## config.mk

```make
export PLATFORM = sky130hd
export DESIGN_NAME = maxpool2d_window_sched_flat
export DESIGN_NICKNAME = d
export VERILOG_FILES = /design/src/rtl/maxpool2d_window_sched_if.sv /design/src/rtl/maxpool2d_window_sched.sv /design/src/flat_wrapper.sv
export SDC_FILE = /design/constraint.sdc
export NUM_CORES = 1
export LEC_CHECK = 0
export CAP_MARGIN = 40
export CORE_MARGIN = 4
export CORE_UTILIZATION = 45
export CTS_BUF_LIST = sky130_fd_sc_hd__clkbuf_4 sky130_fd_sc_hd__clkbuf_8
export CTS_CLUSTER_DIAMETER = 40
export DETAILED_ROUTE_END_ITERATION = 12
export PLACE_DENSITY_LB_ADDON = 0.25
export SLEW_MARGIN = 20
export SYNTH_ARGS = -nofsm -noshare
export SYNTH_HDL_FRONTEND = slang
export SYNTH_SLANG_ARGS = --single-unit
```

## constraint.sdc

```tcl
create_clock -name clk -period 6.35 [get_ports clk]
set_input_delay 1.27 -clock clk [delete_from_list [all_inputs] [get_ports clk]]
set_output_delay 1.27 -clock clk [all_outputs]
set_load 0.005 [all_outputs]
```

## src/rtl/maxpool2d_window_sched_if.sv

```systemverilog
// Read-request bus between the pooling window scheduler and the feature-map buffer.
//   rd_valid  : read request valid (scheduler -> buffer)
//   rd_ready  : buffer accepts the request (buffer -> scheduler)
//   rd_addr   : read address of the current tap
//   win_first : current tap is the first of its window
//   win_last  : current tap is the last of its window
//   out_idx   : output element index of the current window
interface maxpool2d_window_sched_if #(
    parameter int unsigned ADDR_W = 16
);
    logic              rd_valid;
    logic              rd_ready;
    logic [ADDR_W-1:0] rd_addr;
    logic              win_first;
    logic              win_last;
    logic [ADDR_W-1:0] out_idx;

    modport master (
        output rd_valid,
        output rd_addr,
        output win_first,
        output win_last,
        output out_idx,
        input  rd_ready
    );

    modport slave (
        input  rd_valid,
        input  rd_addr,
        input  win_first,
        input  win_last,
        input  out_idx,
        output rd_ready
    );
endinterface

```

## src/rtl/maxpool2d_window_sched.sv

```systemverilog
// 2D max-pooling window scheduler: walks every output position (oh, ow) and every
// kernel tap (kh, kw) of one feature map and issues one buffer read per tap.
//   clk, rst_n : clock, synchronous active-low reset
//   start      : request a pass (IDLE only); base_addr latched on acceptance
//   abort      : cancel the pass in progress (RUN only)
//   busy       : high while the pass is running
//   done       : one-cycle pulse on normal completion
//   rd         : read-request bus (master side)
module maxpool2d_window_sched #(
    parameter int unsigned IMG_W  = 8,
    parameter int unsigned IMG_H  = 8,
    parameter int unsigned K      = 2,
    parameter int unsigned STRIDE = 2,
    parameter int unsigned ADDR_W = 16
) (
    input  logic                       clk,
    input  logic                       rst_n,
    input  logic                       start,
    input  logic                       abort,
    input  logic [ADDR_W-1:0]          base_addr,
    output logic                       busy,
    output logic                       done,
    maxpool2d_window_sched_if.master   rd
);

    localparam int unsigned OW    = (IMG_W - K) / STRIDE + 1;
    localparam int unsigned OH    = (IMG_H - K) / STRIDE + 1;
    localparam int unsigned KC_W  = (K  > 1) ? $clog2(K)  : 1;
    localparam int unsigned OWC_W = (OW > 1) ? $clog2(OW) : 1;
    localparam int unsigned OHC_W = (OH > 1) ? $clog2(OH) : 1;

    typedef enum logic [1:0] {
        S_IDLE = 2'd0,
        S_RUN  = 2'd1,
        S_DONE = 2'd2
    } state_t;

    state_t             r_state;
    logic [ADDR_W-1:0]  r_base;
    logic [KC_W-1:0]    r_kw;
    logic [KC_W-1:0]    r_kh;
    logic [OWC_W-1:0]   r_ow;
    logic [OHC_W-1:0]   r_oh;
    logic               r_busy;
    logic               r_done;
    logic               r_valid;
    logic [ADDR_W-1:0]  r_addr;
    logic               r_first;
    logic               r_last;
    logic [ADDR_W-1:0]  r_idx;

    state_t             w_state_nx;
    logic [ADDR_W-1:0]  w_base_nx;
    logic [KC_W-1:0]    w_kw_nx;
    logic [KC_W-1:0]    w_kh_nx;
    logic [OWC_W-1:0]   w_ow_nx;
    logic [OHC_W-1:0]   w_oh_nx;
    logic               w_run_nx;
    logic               w_done_nx;
    logic [ADDR_W-1:0]  w_addr_nx;
    logic               w_first_nx;
    logic               w_last_nx;
    logic [ADDR_W-1:0]  w_idx_nx;
    logic [31:0]        w_row;
    logic [31:0]        w_col;
    logic [31:0]        w_sum;
    logic               w_xfer;
    logic               w_kw_max;
    logic               w_kh_max;
    logic               w_ow_max;
    logic               w_oh_max;

    assign w_xfer   = r_valid && rd.rd_ready;
    assign w_kw_max = (r_kw == KC_W'(K - 1));
    assign w_kh_max = (r_kh == KC_W'(K - 1));
    assign w_ow_max = (r_ow == OWC_W'(OW - 1));
    assign w_oh_max = (r_oh == OHC_W'(OH - 1));

    // Next state, counter walk (kw innermost, oh outermost) and next registered outputs.
    always_comb begin
        w_state_nx = r_state;
        w_base_nx  = r_base;
        w_kw_nx    = r_kw;
        w_kh_nx    = r_kh;
        w_ow_nx    = r_ow;
        w_oh_nx    = r_oh;

        case (r_state)
            S_IDLE: begin
                if (start) begin
                    w_state_nx = S_RUN;
                    w_base_nx  = base_addr;
                    w_kw_nx    = '0;
                    w_kh_nx    = '0;
                    w_ow_nx    = '0;
                    w_oh_nx    = '0;
                end
            end
            S_RUN: begin
                if (abort) begin
                    // Abort wins over a coincident transfer; the beat is simply dropped here.
                    w_state_nx = S_IDLE;
                    w_kw_nx    = '0;
                    w_kh_nx    = '0;
                    w_ow_nx    = '0;
                    w_oh_nx    = '0;
                end else if (w_xfer) begin
                    if (!w_kw_max) begin
                        w_kw_nx = r_kw + KC_W'(1);
                    end else begin
                        w_kw_nx = '0;
                        if (!w_kh_max) begin
                            w_kh_nx = r_kh + KC_W'(1);
                        end else begin
                            w_kh_nx = '0;
                            if (!w_ow_max) begin
                                w_ow_nx = r_ow + OWC_W'(1);
                            end else begin
                                w_ow_nx = '0;
                                if (!w_oh_max) begin
                                    w_oh_nx = r_oh + OHC_W'(1);
                                end else begin
                                    w_oh_nx    = '0;
                                    w_state_nx = S_DONE;
                                end
                            end
                        end
                    end
                end
            end
            S_DONE: begin
                w_state_nx = S_IDLE;
            end
            default: begin
                w_state_nx = S_IDLE;
            end
        endcase

        w_run_nx  = (w_state_nx == S_RUN);
        w_done_nx = (w_state_nx == S_DONE);

        // Address from the next counters, so it is already valid in the first RUN cycle.
        w_row      = 32'(w_oh_nx) * STRIDE + 32'(w_kh_nx);
        w_col      = 32'(w_ow_nx) * STRIDE + 32'(w_kw_nx);
        w_sum      = 32'(w_base_nx) + w_row * IMG_W + w_col;
        w_addr_nx  = w_run_nx ? ADDR_W'(w_sum) : '0;
        w_idx_nx   = w_run_nx ? ADDR_W'(32'(w_oh_nx) * OW + 32'(w_ow_nx)) : '0;
        w_first_nx = w_run_nx && (w_kh_nx == '0) && (w_kw_nx == '0);
        w_last_nx  = w_run_nx && (w_kh_nx == KC_W'(K - 1)) && (w_kw_nx == KC_W'(K - 1));
    end

    // State, counters and output registers.
    always_ff @(posedge clk) begin
        if (!rst_n) begin
            r_state <= S_IDLE;
            r_base  <= '0;
            r_kw    <= '0;
            r_kh    <= '0;
            r_ow    <= '0;
            r_oh    <= '0;
            r_busy  <= 1'b0;
            r_done  <= 1'b0;
            r_valid <= 1'b0;
            r_addr  <= '0;
            r_first <= 1'b0;
            r_last  <= 1'b0;
            r_idx   <= '0;
        end else begin
            r_state <= w_state_nx;
            r_base  <= w_base_nx;
            r_kw    <= w_kw_nx;
            r_kh    <= w_kh_nx;
            r_ow    <= w_ow_nx;
            r_oh    <= w_oh_nx;
            r_busy  <= w_run_nx;
            r_done  <= w_done_nx;
            r_valid <= w_run_nx;
            r_addr  <= w_addr_nx;
            r_first <= w_first_nx;
            r_last  <= w_last_nx;
            r_idx   <= w_idx_nx;
        end
    end

    assign busy         = r_busy;
    assign done         = r_done;
    assign rd.rd_valid  = r_valid;
    assign rd.rd_addr   = r_addr;
    assign rd.win_first = r_first;
    assign rd.win_last  = r_last;
    assign rd.out_idx   = r_idx;

endmodule

```

## src/flat_wrapper.sv

```systemverilog
// flat-port wrapper written by rule: the top's interface ports become plain ports
module maxpool2d_window_sched_flat 
#(
    parameter int unsigned IMG_W  = 8,
    parameter int unsigned IMG_H  = 8,
    parameter int unsigned K      = 2,
    parameter int unsigned STRIDE = 2,
    parameter int unsigned ADDR_W = 16
)
  (clk, rst_n, start, abort, base_addr, busy, done, rd_rd_valid, rd_rd_addr, rd_win_first, rd_win_last, rd_out_idx, rd_rd_ready);
  maxpool2d_window_sched_if #(.ADDR_W(ADDR_W)) rd_i ();
  input  logic clk;
  input  logic rst_n;
  input  logic start;
  input  logic abort;
  input  logic [ADDR_W-1:0] base_addr;
  output logic busy;
  output logic done;
  output wire logic [$bits(rd_i.rd_valid)-1:0] rd_rd_valid;
  output wire logic [$bits(rd_i.rd_addr)-1:0] rd_rd_addr;
  output wire logic [$bits(rd_i.win_first)-1:0] rd_win_first;
  output wire logic [$bits(rd_i.win_last)-1:0] rd_win_last;
  output wire logic [$bits(rd_i.out_idx)-1:0] rd_out_idx;
  input wire logic [$bits(rd_i.rd_ready)-1:0] rd_rd_ready;
  assign rd_rd_valid = rd_i.rd_valid;
  assign rd_rd_addr = rd_i.rd_addr;
  assign rd_win_first = rd_i.win_first;
  assign rd_win_last = rd_i.win_last;
  assign rd_out_idx = rd_i.out_idx;
  assign rd_i.rd_ready = rd_rd_ready;
  maxpool2d_window_sched #(.IMG_W(IMG_W), .IMG_H(IMG_H), .K(K), .STRIDE(STRIDE), .ADDR_W(ADDR_W)) u_core (.clk(clk), .rst_n(rst_n), .start(start), .abort(abort), .base_addr(base_addr), .busy(busy), .done(done), .rd(rd_i));
endmodule
```

==> results of run 1 <==
==> sequential cells by signal, indices dropped and copies added, names as in the netlist <==
register / count
u_core.rd.win_first: 1
u_core.rd.out_idx: 4
u_core.done: 1
u_core.rd.win_last: 1
u_core.r_kh: 1
u_core.rd.rd_valid: 1
u_core.r_state: 2
u_core.r_kw: 1
u_core.r_ow: 2
u_core.rd.rd_addr: 16
u_core.r_oh: 2
u_core.r_base: 16
==> cells by family after synthesis <==
family / after synthesis / share of synthesized area, %
AND/OR/NAND/NOR: 102 / 24.70
other: 1 / 0.1663
XOR/XNOR: 7 / 2.719
flip-flops: 48 / 42.62
multiplexers: 12 / 5.439
AO/OA/AOI/OAI: 35 / 12.04
buffers and inverters: 26 / 6.992
adder cells (fa/ha/maj): 9 / 5.328
==> power by group through the flow <==
stage          clock [uW]  sequential [uW]  combinational, uW
2_1_floorplan           0              324               53.3
3_3_place_gp            0              324               80.8
3_5_place_dp            0              325               81.7
4_1_cts               211              318               82.0
5_1_grt               223              319               90.5
6_report              204              318               81.0
==> layer usage <==
metal  GRT usage (%)  vias to the layer above
met5               0                        -
met4           7.692                        0
met3           3.628                        9
met2           24.02                       39
met1           19.49                      758
li1                -                      886
==> final cells by class <==
class	count	area [um^2]
multi-input combinational	177	1184
inverter	6	22.52
timing repair buffer	46	457.9
fill	442	1978
tap	67	83.83
sequential	48	960.9
clock inverter	1	30.03
clock buffer	5	68.82
==> cell usage in the layout (no fill, tap or decap), types with 3 or more instances in the layout <==
cell	Yosys	final
dfxtp_1	48	48
clkdlybuf4s50_1	0	45
nand2_1	26	26
and2_1	19	19
nor2_1	15	15
conb_1	1	12
nor2b_1	10	10
mux2i_1	10	10
nor3_1	10	10
o21ai_0	8	8
ha_1	8	8
xnor2_1	6	6
inv_1	5	5
and3_1	5	5
clkbuf_8	0	5
a211oi_1	4	4
o211ai_1	4	4
a22o_1	3	3
a21oi_1	3	3
nand3_1	3	3
==> metrics by stage <==
stage	area [um^2]	utilization, %	std cells
6_report	2808	58.67	350
5_1_grt	2808	58.67	350
4_1_cts	2808	58.67	350
3_5_place_dp	2709	56.60	344
3_3_place_gp	2709	56.60	344
2_1_floorplan	2296	-	251
==> worst max-delay path, cell delays in order <==
cell             delay (ns)
clkdlybuf4s50_1        0.49
or3b_1                 0.55
nand2_1                0.14
nand2_1                0.07
ha_1                   0.24
fa_1                   0.43
a211oi_1               0.33
o21ai_0                0.21
nand2_1                0.19
nor3_1                 0.07
nor3_1                 0.18
==> how the worst max path moves through the flow <==
stage | startpoint | to | slack (ns) | cells after the start
2_1_floorplan | start | u_core.rd.rd_addr[12]$_SDFF_PN0_ | 2.77 | 12
3_3_place_gp | start | u_core.rd.rd_addr[8]$_SDFF_PN0_ | 2.10 | 11
5_1_grt | start | u_core.rd.rd_addr[12]$_SDFF_PN0_ | 2.10 | 11
6_report | start | u_core.rd.rd_addr[14]$_SDFF_PN0_ | 2.38 | 11
4_1_cts | start | u_core.rd.rd_addr[14]$_SDFF_PN0_ | 2.37 | 11
3_5_place_dp | start | u_core.rd.rd_addr[14]$_SDFF_PN0_ | 2.07 | 11
==> out/summary.md, run 1 <==
In this run the post-CTS setup repair buffer count came out at 0. By area the synthesized netlist is led by dfxtp_1 43%, and2_1 5.3%, ha_1 4.4%. Setup repair after global routing left no endpoint under its margin.

The HPWL after detailed placement is 3.325 mm. During placement, the flow inserted port buffers numbering 45. The worst register-to-register path begins at u_core.r_state[0]$_SDFF_PN0_. The worst slew margin relative to its limit is 45.61%, and the area enclosed by the die boundary is 6207 um^2.

The H-tree was split into 2 levels. Measured in cells, the most critical reg-to-reg path has a length of 8. In the synthesized netlist the dominant register cell turns out to be dfxtp_1.

In the routed layout, each cell is associated on average with a via count of 4.834. Cells with a size suffix above 1 make up 6.360% of the layout. The minimum period implied by the final worst setup slack was 3.968 ns; the endpoint arrival time on the critical path was 4.19 ns.

STA classifies the critical path startpoint as an input port. The logs give 4786 um^2 for the area of the core and 4 for the first-pass iteration count of the detailed router. Counting flops with a built-in enable in the synthesized netlist gives 0. Clock latency on the worst-skew pair, taken at its later pin, is 0.30 ns.

In the final routing, the length of wire on met1 measures 2.039 mm. For the pin with the worst max-slew slack, the measured transition is 0.8133 ns. The tree built by TritonCTS fans out to 48 sinks. The total count of max-transition violations in the final report came out at 0. The hold path depth was 2; the worst reg-to-reg setup slack was 3.40 ns. From left edge to right edge, the die measures 78.79 um. The count of final setup violators is 0. Signal routing reaches up to met4.

A synthesized cell averages 9.394 um^2. The maximum number of buffers from clock root to sink was 2; the cell area after synthesis was 2255 um^2. The signed area change from the synthesized netlist to the final layout came out at 24.53%. The worst hold slack came out at 0.5548 ns. The logs give 0 for the number of antenna cells inserted and 0 for the global route total overflow. Net switching is 22.42% of the power. The netlist uses 48 different library cells.

The run gives 52.7% as the part of the total power dissipated in sequential elements. The cell count after synthesis came out at 240. The number of max-cap violations came out at 0. The endpoint identified for the worst register-to-register timing path is u_core.rd.rd_addr[12]$_SDFF_PN0_. Gates resized during post-CTS repair numbered 0.

For this run, the total global-route usage over all layers was measured as 15.27%. The worst slack at placement was 2.072 ns. The number of antenna violations at the first check in global routing came out at 0. The worst hold-check path type was reg -> reg. The logs give 2.382 ns for the post-route worst setup slack and 0 for the number of warning messages in the yosys log.

The launch instance of the worst min-delay path is u_core.r_base[15]$_SDFF_PN0_. Summed over all nets, the switching power comes to 135.2 uW. The first global-routing pass estimated 7.465 mm of wire. The logs give 47.11% for the initial cell density of the core and 227 um for the amount of wire on met3 after detailed routing. The critical path class is in -> reg.

The flow ran to the end, and the final reports show no timing, DRC or antenna violations. Routability-driven placement congestion ratio: 0.8146. The run gives 1.994 mm as the routed length on met2. Across the routed clock network, the largest skew measured is 0.009145 ns. The share of the clock period used by the worst path is 62.50%. The clock network burns 33.9% of the power. The leakage power was 0.001154 uW. The detailed router placed 1,692 vias in this run.

Type of element capturing the critical path: a flip-flop. The run gives 25 as the standard-cell row count. The maximum number of pins on one net before global-route repair is 26, and the fmax is 252.0 MHz. The die outline height works out to 78.79 um. Count of endpoints failing hold in the final timing report: 0. The total detailed-routing wirelength is 4.342 mm, and the peak fanout along the critical path is 9. The tools report the boundary pin count as 58.

By count the netlist is led by 48 x dfxtp_1, 26 x nand2_1, 19 x and2_1. The tools report the via count of the first global-routing pass as 1,660. Adding up every negative setup slack in the final design gives 0 ns. The worst-case IR drop observed on VDD is 137.0 uV. After layout, the design draws a total of 602.8 uW.

The flip-flop and latch count after synthesis is 48, and the ratio of total power to cell area is 214.7 nW/um^2. Summing the sequential cell areas from Yosys gives 42.62% of the chip area. Clock edge transition at the registers on the reported setup and hold paths: 0.08 ns. For this run, the post-layout net count is 314. The DRC violation count after routing was 0.

The detailed router finished its first iteration with 45 violations. The post-synthesis cell type with the largest combined area is dfxtp_1. For this run, asynchronously set or reset flops after synthesis account for 0%. The most common cell in the synthesized netlist is dfxtp_1. In this run the remaining antenna-violating nets after routing total 0.

The share of total power dissipated in combinational logic is 13.4%. TritonCTS built the clock tree. The required time at the endpoint of the critical path was 6.57 ns; the internal power was 467.7 uW. The logs give 5 for the number of clock buffers inserted by TritonCTS and 0 for the number of hold-repair buffers added at the cts stage. Area fraction of the dominant cell type after synthesis: 42.62%. The final routed wire length divided by cell count came out at 12.41 um. Cell at the root of the clock tree: clkbuf_8.

The path with the worst hold slack has its endpoint at u_core.r_base[15]$_SDFF_PN0_.
Note: power is estimated with default switching activity, not from simulation.
==> inputs of run 2 (changes only) <==
- clock period: 6.35 -> 3.3 ns (I/O delays scaled with it)
==> out/summary.md, run 2 (synthesis gave the netlist of run 1 again) <==
The flow ran to the end, and the final reports show no timing, DRC or antenna violations. The DRC violation count after routing is 0. For the area of the core, the log shows 4786 um^2. Using the TritonRoute via totals, the vias-per-cell ratio works out to 4.950.

The tools report the type of element capturing the critical path as a flip-flop. For the fmax, the log shows 318.1 MHz. The library cells used most frequently in the layout, excluding fill and tap cells, are 48 x dfxtp_1, 45 x clkdlybuf4s50_1, 31 x buf_4. For the number of inserted filler cells in the final layout, the log shows 419. The minimum period implied by the final worst setup slack is 3.143 ns. Port buffering added 45 buffers.

Buffers inserted to repair hold after CTS numbered 0. The count of final setup violators was 0. The flip-flop and latch area was 960.9 um^2. At the end of the flow, the number of nets in the layout was 344. The critical path class was in -> reg. For the post-route antenna net violation count, the log shows 0.

In this run the top signal layer used is met4. Clock tree synthesis found a total of 48 sinks. The number of antenna violations at the first check in global routing was 0; the half-perimeter wire length of the detailed placement result was 3.631 mm. In this run the static leakage power is 0.001316 uW. First-pass iteration count of the detailed router: 4.

Clock skew on the completed layout was measured at 0.004749 ns. The clock network accounts for 36.4% of the total power. In the global route stage, overall resource usage came out at 16.47%. The logs give 944.8 uW for the internal power and 1,891 for the overall via count from detail_route. Overall power consumption after layout is estimated at 1238 uW. For this configuration, the core starts out at a cell density of 47.11%. The buffering stage count on the worst path with inverters included was 2; the clock edge transition at the registers on the reported setup and hold paths was 0.09 ns. Entering global routing, the biggest net connects 26 pins.

Including well taps, the total number of placed cells is 373. The proportion of layout cells with a drive suffix above 1 is 16.51%. Setup repair after global routing left no endpoint under its margin. TritonCTS built the clock tree.

For the count of endpoints failing hold in the final timing report, the log shows 0. The kind of cell with the highest combined delay along the critical path is buffers and inverters. The multi-input combinational cells in the finished layout cover a total of 1189 um^2. The clock passes through at most 2 buffers. At the worst endpoint, the arrival time is 3.34 ns.

From left edge to right edge, the die measures 78.79 um. For the worst-skew pair, the clock arrives at the later sink with an insertion delay of 0.30 ns. The critical path's largest stage delay is 0.50 ns, and the global route total overflow is 0. The share of the clock period used by the worst path works out to 95.25%.

The die is 78.79 um tall. Max-cap violations in this run came to 0. The number of standard cells in the layout, taps in and fillers out was 382. The initial DRC count came out at 62. The H-tree generated during clock tree synthesis spans 2 levels. After detailed routing, the average wire length per cell comes to 12.83 um.

The via count of the first global-routing pass is 1,802. Wire segments on met2 add up to 2.328 mm in the final route. The standard-cell row count is 25. The switching share of total power came out at 23.65%.

Summed over all nets, wire length on met3 after detailed routing comes to 277 um. The kind of start point of the critical path was an input port. In this run, the combinational gates consume 14.2% of the power. The dominant cell type by count on the critical path was nand2_1. Most common cell after layout, fill and taps aside: dfxtp_1.

The first global-routing pass estimated 8.135 mm of wire. The required time at the endpoint of the critical path is 3.50 ns, and the ratio of total power to cell area is 404.4 nW/um^2. The number of antenna diodes in the final layout is 0. From synthesis to final layout, the design area changed by 35.74%. The worst reg-to-reg setup slack is 0.57 ns.

The run gives 265.8 uV as the worst voltage drop across the vdd grid. Sequential cells burn 49.4% of the power. The die covers 6207 um^2. The logs give 0 for the total count of max-transition violations in the final report and 5 for the number of clock buffers inserted by TritonCTS. In this run the worst path has a maximum fanout of 3.

At the end of routability-driven placement, the weighted congestion stood at 0.8055. For this block, the routed nets add up to 4.902 mm of wire. For the total net switching power, the log shows 292.7 uW. The tightest hold path in the finished design has a slack of 0.5703 ns. The logs give 2.220 mm for the routed metal-1 wirelength and 58 for the boundary pin count. The critical path's slowest cell was clkdlybuf4s50_1. The worst hold-check path type was reg -> reg.

Clock tree synthesis selected as its root buffer the cell clkbuf_8. The signal on the critical path passes through clkdlybuf4s50_1 > or3b_1 > nand2_1 > nand2_1 > ha_1 > fa_1 > a211oi_1 > o21ai_1 > buf_4 > o211ai_1 > xnor2_1 > nor2_1.
==> run 2: cell types whose count changed in the layout (fill, tap and decap cells not counted) <==
cell and change:
or3b_4 +1, or3b_1 -1, o21ai_0 -3, o21ai_1 +3, nand2_1 -1, clkbuf_8 +1, clkinv_4 +1, nand2_2 +1
buf_4 +30
==> run 2: timing repair <==
action                     in CTS  in global routing
resized for setup               0                  5
setup buffers                   0                  1
hold endpoints to repair        0                  0
setup endpoints to repair       0                  7
==> run 2: final timing paths <==
| path | from | to | cells after the start |
|---|---|---|---|
| worst min register to register | u_core.r_base[15]$_SDFF_PN0_ | u_core.r_base[15]$_SDFF_PN0_ | 2 |
| worst max register to register | u_core.r_state[0]$_SDFF_PN0_ | u_core.rd.rd_addr[13]$_SDFF_PN0_ | 10 |
| worst max-delay path | start | u_core.rd.rd_addr[8]$_SDFF_PN0_ | 12 |
| worst min-delay path | u_core.r_base[15]$_SDFF_PN0_ | u_core.r_base[15]$_SDFF_PN0_ | 2 |
==> run 2: per-layer routing <==
metal	global-route usage [%]	vias up
met4	4.196	0
met2	28.69	49
met1	20.13	882
met5	0	-
li1	-	952
met3	4.308	8
==> run 2: final cells by class <==
| type | count | area share [%] |
|---|---|---|
| well taps | 67 | 2.739 |
| inverters | 6 | 0.7359 |
| clock inverters | 2 | 1.267 |
| repair buffers | 76 | 22.32 |
| flip-flops and latches | 48 | 31.40 |
| clock buffers | 6 | 2.698 |
| multi-input cells | 177 | 38.84 |
==> run 2: stage by stage <==
step / TNS [ns] / utilization [%] / worst slack, ns / instance area [um^2]
after floorplan: 0 / - / 0.3345 / 2296
after global placement: -0.6935 / 61.15 / -0.1729 / 2927
after detailed placement: -1.433 / 61.15 / -0.2339 / 2927
after CTS: 0 / 63.69 / 0.07579 / 3048
after global routing: 0 / 63.95 / 0.03365 / 3060
final: 0 / 63.95 / 0.1567 / 3060
==> run 2: power groups by stage <==
stage	clock [uW]	combinational, uW	sequential (uW)
2_1_floorplan	0	102	624
3_3_place_gp	0	173	624
3_5_place_dp	0	175	625
4_1_cts	453	177	611
5_1_grt	483	194	614
6_report	450	176	611
==> run 2: worst reg2reg max path, stage by stage (launching register included) <==
cell     delay, ns
dfxtp_1       0.43
or3b_4        0.45
buf_4         0.17
nor2b_1       0.21
a22o_1        0.24
ha_1          0.22
or2_2         0.15
o31a_1        0.18
nand2_2       0.13
or4_1         0.42
nand2_1       0.08
